$ cat config.mk
export PLATFORM = sky130hd
export DESIGN_NAME = vedic_mul_seq
export DESIGN_NICKNAME = d
export VERILOG_FILES = /design/src/rtl/vedic_pkg.sv /design/src/rtl/vedic_mul4.sv /design/src/rtl/vedic_mul_seq.sv
export SDC_FILE = /design/constraint.sdc
export NUM_CORES = 1
export LEC_CHECK = 0
export CAP_MARGIN = 30
export CORE_UTILIZATION = 40
export DETAILED_ROUTE_END_ITERATION = 7
export GPL_TIMING_DRIVEN = 0
export HOLD_SLACK_MARGIN = 0.12
export PLACE_DENSITY_LB_ADDON = 0.1
export SLEW_MARGIN = 10
export SYNTH_ARGS = -nofsm -noshare
export SYNTH_HDL_FRONTEND = slang
export SYNTH_HIERARCHICAL = 1
export SYNTH_SLANG_ARGS = --single-unit
export TNS_END_PERCENT = 10
$ cat constraint.sdc
create_clock -name clk -period 7.6 [get_ports clk]
set_clock_uncertainty 0.1 [all_clocks]
set_input_delay 0.76 -clock clk [delete_from_list [all_inputs] [get_ports clk]]
set_output_delay 0.76 -clock clk [all_outputs]
set_load 0.02 [all_outputs]
$ cat src/rtl/vedic_pkg.sv
// Shared constants, state encoding and step-count helper for the sequential Vedic multiplier.
package vedic_pkg;

  localparam int NIB_W = 4;

  typedef enum logic [1:0] {
    IDLE = 2'd0,
    CALC = 2'd1,
    DONE = 2'd2
  } state_e;

  // One nibble product per step: (WIDTH/4)^2 steps cover every nibble pair.
  function automatic int step_count(input int width);
    return (width / NIB_W) * (width / NIB_W);
  endfunction

endpackage

$ cat src/rtl/vedic_mul4.sv
// Combinational 4x4 -> 8-bit Urdhva-Tiryagbhyam (vertical and crosswise) multiplier core.
module vedic_mul4
  import vedic_pkg::*;
(
  input  logic [NIB_W-1:0]   a,
  input  logic [NIB_W-1:0]   b,
  output logic [2*NIB_W-1:0] p
);

  logic [7:0] col0, col1, col2, col3, col4, col5, col6;

  // Each column gathers the crosswise partial products of equal weight.
  assign col0 = 8'(a[0] & b[0]);
  assign col1 = 8'(a[1] & b[0]) + 8'(a[0] & b[1]);
  assign col2 = 8'(a[2] & b[0]) + 8'(a[1] & b[1]) + 8'(a[0] & b[2]);
  assign col3 = 8'(a[3] & b[0]) + 8'(a[2] & b[1]) + 8'(a[1] & b[2]) + 8'(a[0] & b[3]);
  assign col4 = 8'(a[3] & b[1]) + 8'(a[2] & b[2]) + 8'(a[1] & b[3]);
  assign col5 = 8'(a[3] & b[2]) + 8'(a[2] & b[3]);
  assign col6 = 8'(a[3] & b[3]);

  assign p = col0 + (col1 << 1) + (col2 << 2) + (col3 << 3)
           + (col4 << 4) + (col5 << 5) + (col6 << 6);

endmodule

$ cat src/rtl/vedic_mul_seq.sv
// Multi-cycle WIDTHxWIDTH unsigned multiplier reusing one 4x4 Vedic core, one nibble pair per cycle.
// Optional VEDIC_SEQ_ZERO_SKIP_EN: a zero operand bypasses CALC and returns 0 one edge after accept.
module vedic_mul_seq
  import vedic_pkg::*;
#(
  parameter int WIDTH = 16
) (
  input  logic               clk,
  input  logic               rst,
  input  logic               in_valid,
  output logic               in_ready,
  input  logic [WIDTH-1:0]   in_a,
  input  logic [WIDTH-1:0]   in_b,
  output logic               out_valid,
  input  logic               out_ready,
  output logic [2*WIDTH-1:0] out_p,
  output logic               busy
);

  localparam int N     = WIDTH / NIB_W;
  localparam int STEPS = step_count(WIDTH);
  localparam int IW    = (N > 1) ? $clog2(N) : 1;
  localparam int P_W   = 2 * WIDTH;
  localparam logic [IW-1:0] LAST = IW'(N - 1);

  state_e               state;
  logic [WIDTH-1:0]     a_q, b_q;
  logic [P_W-1:0]       acc;
  logic [IW-1:0]        i_q, j_q;
  logic [NIB_W-1:0]     nib_a, nib_b;
  logic [2*NIB_W-1:0]   nib_p;
  logic [P_W-1:0]       term;

  assign in_ready = (state == IDLE);
  assign busy     = (state != IDLE);

  assign nib_a = a_q[NIB_W*i_q +: NIB_W];
  assign nib_b = b_q[NIB_W*j_q +: NIB_W];
  assign term  = P_W'(nib_p) << (NIB_W * (int'(i_q) + int'(j_q)));

  vedic_mul4 u_core (
    .a (nib_a),
    .b (nib_b),
    .p (nib_p)
  );

  // j walks the multiplier nibbles fastest; the last (i,j) pair folds straight into out_p.
  always_ff @(posedge clk) begin
    if (rst) begin
      state     <= IDLE;
      out_valid <= 1'b0;
      out_p     <= '0;
      acc       <= '0;
      a_q       <= '0;
      b_q       <= '0;
      i_q       <= '0;
      j_q       <= '0;
    end else begin
      case (state)
        IDLE: begin
          if (in_valid) begin
            a_q <= in_a;
            b_q <= in_b;
            acc <= '0;
            i_q <= '0;
            j_q <= '0;
`ifdef VEDIC_SEQ_ZERO_SKIP_EN
            if (in_a == '0 || in_b == '0) state <= DONE;
            else                          state <= CALC;
`else
            state <= CALC;
`endif
          end
        end
        CALC: begin
          acc <= acc + term;
          if (j_q == LAST) begin
            j_q <= '0;
            i_q <= i_q + 1'b1;
          end else begin
            j_q <= j_q + 1'b1;
          end
          if (i_q == LAST && j_q == LAST) begin
            state     <= DONE;
            out_p     <= acc + term;
            out_valid <= 1'b1;
          end
        end
        DONE: begin
`ifdef VEDIC_SEQ_ZERO_SKIP_EN
          // Arriving here without a valid result means the zero shortcut was taken.
          if (!out_valid) begin
            out_valid <= 1'b1;
            out_p     <= '0;
          end else if (out_ready) begin
            out_valid <= 1'b0;
            state     <= IDLE;
          end
`else
          if (out_valid && out_ready) begin
            out_valid <= 1'b0;
            state     <= IDLE;
          end
`endif
        end
        default: state <= IDLE;
      endcase
    end
  end

  // STEPS documents the schedule length; it must match the nibble walk above.
  if (STEPS != N * N) begin : g_bad_steps
    $error("vedic_mul_seq: step count mismatch");
  end

endmodule

Yosys cells after proc, flatten, opt, wreduce, memory -nomap -nowiden
Index checks and enable logic that the tools add are counted.
- bits in registers: 103
- bits of input ports: 36
- output and inout bits: 35
- word-level logic and storage cells: 80
- add/subtract/negate cells: 19
- equal/unequal tests: 8
- shifts and indexed selects: 3
- muxes and demuxes: 14
- bitwise gates (word level): 16
- reductions and logical operators: 12
- operators with widths (cell ; number):
    32-bit case mux with 2 select lines ; 1
    8-bit adder ; 6
    32-bit adder ; 1
    32-bit 2-to-1 mux ; 1
    16-bit by 5-bit indexed part select with 4-bit output ; 2
    8-bit by 5-bit << shifter with 32-bit output ; 1
    1-bit AND ; 16
    5-bit adder ; 3
    6-bit adder ; 2
    2-bit 2-to-1 mux ; 6
    3-bit AND reduction ; 3
    4-bit adder ; 2
    2-bit != test (second input constant) ; 4
    2-bit case mux with 2 select lines ; 2
    7-bit adder ; 1
    2-bit equality test (second input constant) ; 3
    2-bit case mux with 3 select lines ; 1
    2-bit AND reduction ; 3
    2-bit nonzero test ; 3
    2-bit by 1-bit adder with 2-bit output (second input constant) ; 2
    2-bit by 2-bit adder with 3-bit output ; 1
    3-bit adder ; 1
    2-bit by 1-bit equality test with 1-bit output (second input constant) ; 1
    1-bit logical AND ; 2
    other kinds (3) ; 4

Longest topological paths before layout
- depth after elaboration: 12
- depth in mapped cells: 25
- depth with buffers taken out: 23

Modules after synthesis
Netlist, hierarchy kept.
- modules (own cells, without submodules) (module ; times used ; cells each ; area each (um^2) ; seq. area each (um^2)):
    vedic_mul_seq ; 1 ; 757 ; 5952.0 ; 2062.0
    vedic_mul4 ; 1 ; 48 ; 430.4 ; 0.0

Worst setup path before layout
OpenSTA, ideal clock, no wires.
- path type: flip-flop to flip-flop
- from: reg i_q[0]
- to: reg acc[31]
- library setup time: 0.117 ns
- arrival time: 5.462 ns
- data required time: 7.383 ns
- path slack: 1.920 ns
- stages on the path, launching flop included: 25
- buffers on the path: 2
- clock period less this slack: 5.680 ns
- path through: dfxtp_1 clkbuf_1 mux4_2 nand2_1 fa_1 inv_1 ha_1 ha_1 ha_1 inv_1 fa_1 nand2b_1 a21oi_2 xor2_1 mux2i_1 nor2_1 ha_1 buf_2 nand4_2 nor4_1 o31a_1 nor4_2 o21a_2 or3_1 a32o_1
- cells in the longest elaborated chain, start to end: 12
- elaborated cells on any way between the ends: 36
- classes of those cells: add/sub (17); shift (2); mux (1); bitwise (16)
- ends and longest elaborated chain (item ; RTL line ; source):
    start: declaration ; vedic_mul_seq.sv:29 ; logic [IW-1:0] i_q, j_q;
    start signal: assignment ; vedic_mul_seq.sv:79 ; i_q <= i_q + 1'b1;
    16-bit by 5-bit indexed part select with 4-bit output (*) ; vedic_mul_seq.sv:37 ; assign nib_a = a_q[NIB_W*i_q +: NIB_W];
    net nib_a[2] ; vedic_mul_seq.sv:30 ; logic [NIB_W-1:0] nib_a, nib_b;
    1-bit AND (on tied branches) ; vedic_mul4.sv:15, vedic_mul4.sv:16 ;
    6-bit adder / 5-bit adder (equally long branches) (2 in a row) ; vedic_mul4.sv:15, vedic_mul4.sv:16 ;
    8-bit adder / 5-bit adder (equally long branches) ; vedic_mul4.sv:21, vedic_mul4.sv:16 ;
    8-bit adder ; vedic_mul4.sv:21 ; assign p = col0 + (col1 << 1) + (col2 << 2) + (col3 << 3)
    8-bit adder ; vedic_mul4.sv:22 ; + (col4 << 4) + (col5 << 5) + (col6 << 6);
    8-bit adder (*) (2 in a row) ; vedic_mul4.sv:22 ;
    net nib_p[7] ; vedic_mul_seq.sv:31 ; logic [2*NIB_W-1:0] nib_p;
    8-bit by 5-bit << shifter with 32-bit output (*) ; vedic_mul_seq.sv:39 ; assign term = P_W'(nib_p) << (NIB_W * (int'(i_q) + int'(j_q)));
    32-bit adder (*) ; vedic_mul_seq.sv:76 ; acc <= acc + term;
    32-bit case mux with 2 select lines (*) ; vedic_mul_seq.sv:59 ; case (state)
    end signal: assignment ; vedic_mul_seq.sv:76 ;
    end: declaration ; vedic_mul_seq.sv:28 ; logic [P_W-1:0] acc;
Mark *: on every way through the listed nets, which the timed path passes. The rest lies on a longest branch.
A chain may end at the register's enable or synchronous reset.

Worst setup path after layout
Same ends and word-level chain as after synthesis.

==> key figures <==
STA
  – Setup TNS: 0 ns
  – Final Max Slew Viols: 0
  – Final WS setup: slightly above 1 ns
  – Worst slew margin: 43.7%
  – Fmax achieved: roughly 0.15 GHz
  – Hold Fails Final Rpt: 0
  – Final setup violation count: 0
  – RSZ-0062 raised after global routing: no
  – Period minus WS final: about 6.6 ns
  – Final period utilization: 86.4%
  – Worst-Margin Slew: ~0.84 ns

Cells and area
  – Number of inserted diodes: 0
  – Layout cell share with drive strength beyond 1: 4.94%
  – Fin util: 49.6%
  – Fin area: 7630 um^2
  – Final #Nets: 974
  – Syn-to-layout area delta: 19.5%

Floorplan
  – # rows: 45
  – Top Ports: 71
  – DIE HEIGHT: 128 um
  – Die X: between 100 and 150 um
  – Initial Util: between 40% and 50%
  – Core footprint: between 15000 and 20000 um^2
  – Die area: 16500 um^2

Setup path
  – Startpoint class of the critical path: register
  – Setup crit end kind: register
  – CP required: roughly 7.8 ns
  – WS Path Type: register to register
  – Crit path arrival time: 6.72 ns
  – Worst-path maximum fanout: 10

Synth
  – Top-area cell type share of the netlist area: between 30 and 40%
  – Post-synthesis mux area share: under 10%
  – Largest family of logic cells by synthesized area: simple AND/OR/NAND/NOR gates
  – Largest cells by area after synthesis: dfxtp_1, ha_1, nand2_1, a21oi_1, nor2_1
  – Mean Syn Cell Area: roughly 7.9 um^2
  – Mapped Area: 6380 um^2
  – Ys flop type: dfxtp_1
  – Cells after synthesis: a little over 800
  – Number of synthesized flops with an enable pin: 0
  – Count of different cell masters after synthesis: between 50 and 60
  – XOR/XNOR share of the synthesized area: 4.25%
  – Post-synth top area cell: dfxtp_1
  – Count leader, synth: nand2_1
  – Adder-cell share of the synthesized area: between 10% and 20%
  – Ys Warns: 6
  – Syn Nets: between 800 and 900
  – Post-synthesis register bit count: 103
  – Simple-Gate Fraction of Synth Area: 22.6%
  – Commonest cells post-synth: nand2_1, dfxtp_1, a21oi_1, nor2_1, ha_1
  – Seq/Total Area, Yosys: between 30% and 40%
  – Asr flop ratio synth: 0%
  – Compound-cell area share of the yosys netlist: a little over a fifth

Routing
  – ANT nets after route: 0
  – Top Metal Used: met4
  – Avg WL per Cell: around 16 um
  – Met2 wire length: around 8600 um
  – Routed wl met3: 753 um
  – Number of vias per cell: around 5.4
  – Wl on met1: between 8000 and 9000 um
  – Pre-Repair DR Iteration Count: 5
  – Initial detailed-routing violation count: approximately 340
  – Via count: 5921
  – Post-route DRC: 0
  – Routed WL: approximately 18000 um

Worst hold path
  – Hold Crit Class: register to register

GRT
  – GRT overflow: 0
  – Gr usage total: 22.9%
  – Initial antenna violation count: 0
  – Vias in the first global route: 5605
  – Largest net degree at the start of global routing: 19
  – First-pass GRT wire length: a little under 30000 um

Placement
  – Dpl cell area: about 7300 um^2
  – Post-DP HPWL: 14100 um
  – IO buf count: between 60 and 70
  – Pre-CTS setup slack: 1.10 ns
  – Routability cong.: approximately 0.91

CTS
  – CTS Buf Count: 9
  – Worst skew pair latency: roughly 0.36 ns
  – Cts hold-fix bufs: 0
  – Reg clk slew, reported paths: roughly 0.070 ns
  – CTS Sinks: around 100
  – Root Driver: clkbuf_16
  – TritonCTS clock tree: done
  – Post-CTS setup buffer count: 0
  – CTS resizes: 0
  – CTS HTree Levels: 3
  – Maximum root-to-sink buffer count: 2

Outcome
  – Status: finished clean

Job
  – MaxCap Viol Count: 0

Power
  – VDD IR max: between 0.1 and 0.15 mV
  – Leakage power figure: roughly 3.0 nW
  – Pwr/cell area: between 100 and 150 nW/um^2
final cells by class:
| class | instances | area, um^2 |
|---|---|---|
| well taps | 211 | 264 |
| clock inverters | 6 | 50.0 |
| plain buffers | 51 | 203 |
| flip-flops and latches | 103 | 2060 |
| repair buffers | 69 | 691 |
| fillers | 1545 | 7740 |
| inverters | 17 | 63.8 |
| multi-input cells | 634 | 4050 |
| clock buffers | 10 | 239 |
cell families after synthesis:
| kind of cell | count (synthesis) |
|---|---|
| flops | 103 |
| mux | 14 |
| buf+inv | 68 |
| xor+xnor | 31 |
| fa+ha+maj | 53 |
| simple gates | 318 |
| compound gates | 218 |
per-layer routing:
metal	GRT usage (%)	vias up
met2	38.9	154
met1	29.0	2752
met4	10.3	0
li1	-	2980
met5	0	-
met3	3.05	35
flip-flops by register name (all words and copies together) (netlist names):
name / flops
acc: 32
out_p: 32
a_q: 16
b_q: 16
i_q: 2
j_q: 2
state: 2
out_valid: 1
layout by cell type (no fill, tap or decap), drive strengths merged, types with 19 or more instances in the layout:
cell type and n:
inv 21, and2 19, clkdlybuf4s50 69, a21oi 97, ha 46, a21o 19, o21ai 29, clkbuf 49
nor2 63, nand3 25, dfxtp 103, nand2 153, xnor2 22
metrics by stage:
stage	std cells	total power [mW]	hold slack, ns
2_1_floorplan	805	0.629	0.332
3_3_place_gp	1085	0.674	0.340
3_5_place_dp	1085	0.676	0.346
4_1_cts	1101	1.14	0.357
5_1_grt	1101	1.17	0.376
6_report	1101	1.13	0.354
where the power goes:
part | internal [mW] | switching, mW | total [mW]
clock | 0.237 | 0.226 | 0.463
combinational | 0.0421 | 0.0631 | 0.105
sequential | 0.551 | 0.00684 | 0.557
total | 0.830 | 0.296 | 1.13
critical path, cell delays in order, from the launching register on:
cell and delay, ns:
dfxtp_1 0.38, clkbuf_1 0.37, mux4_2 0.63, nand2_1 0.12, fa_1 0.42, inv_1 0.07
ha_1 0.14, ha_1 0.23, ha_1 0.31, inv_1 0.06, fa_1 0.44, nand2b_1 0.17
a21oi_2 0.13, xor2_1 0.11, mux2i_1 0.46, nor2_1 0.12, ha_1 0.29, buf_2 0.20
nand4_2 0.19, o311ai_1 0.53, nor4_2 0.11, o21a_2 0.26, or3_1 0.37, a32o_1 0.25
worst paths after layout:
check | start | endpoint | slack, ns | cells past startpoint
setup reg to reg | i_q[0] | acc[31] | 1.03 | 23
hold / removal | out_p[11] | out_p[11] | 0.35 | 2
setup / recovery | i_q[0] | acc[31] | 1.03 | 23
hold reg to reg | out_p[11] | out_p[11] | 0.35 | 2
Power figures use the tool's default switching activity.
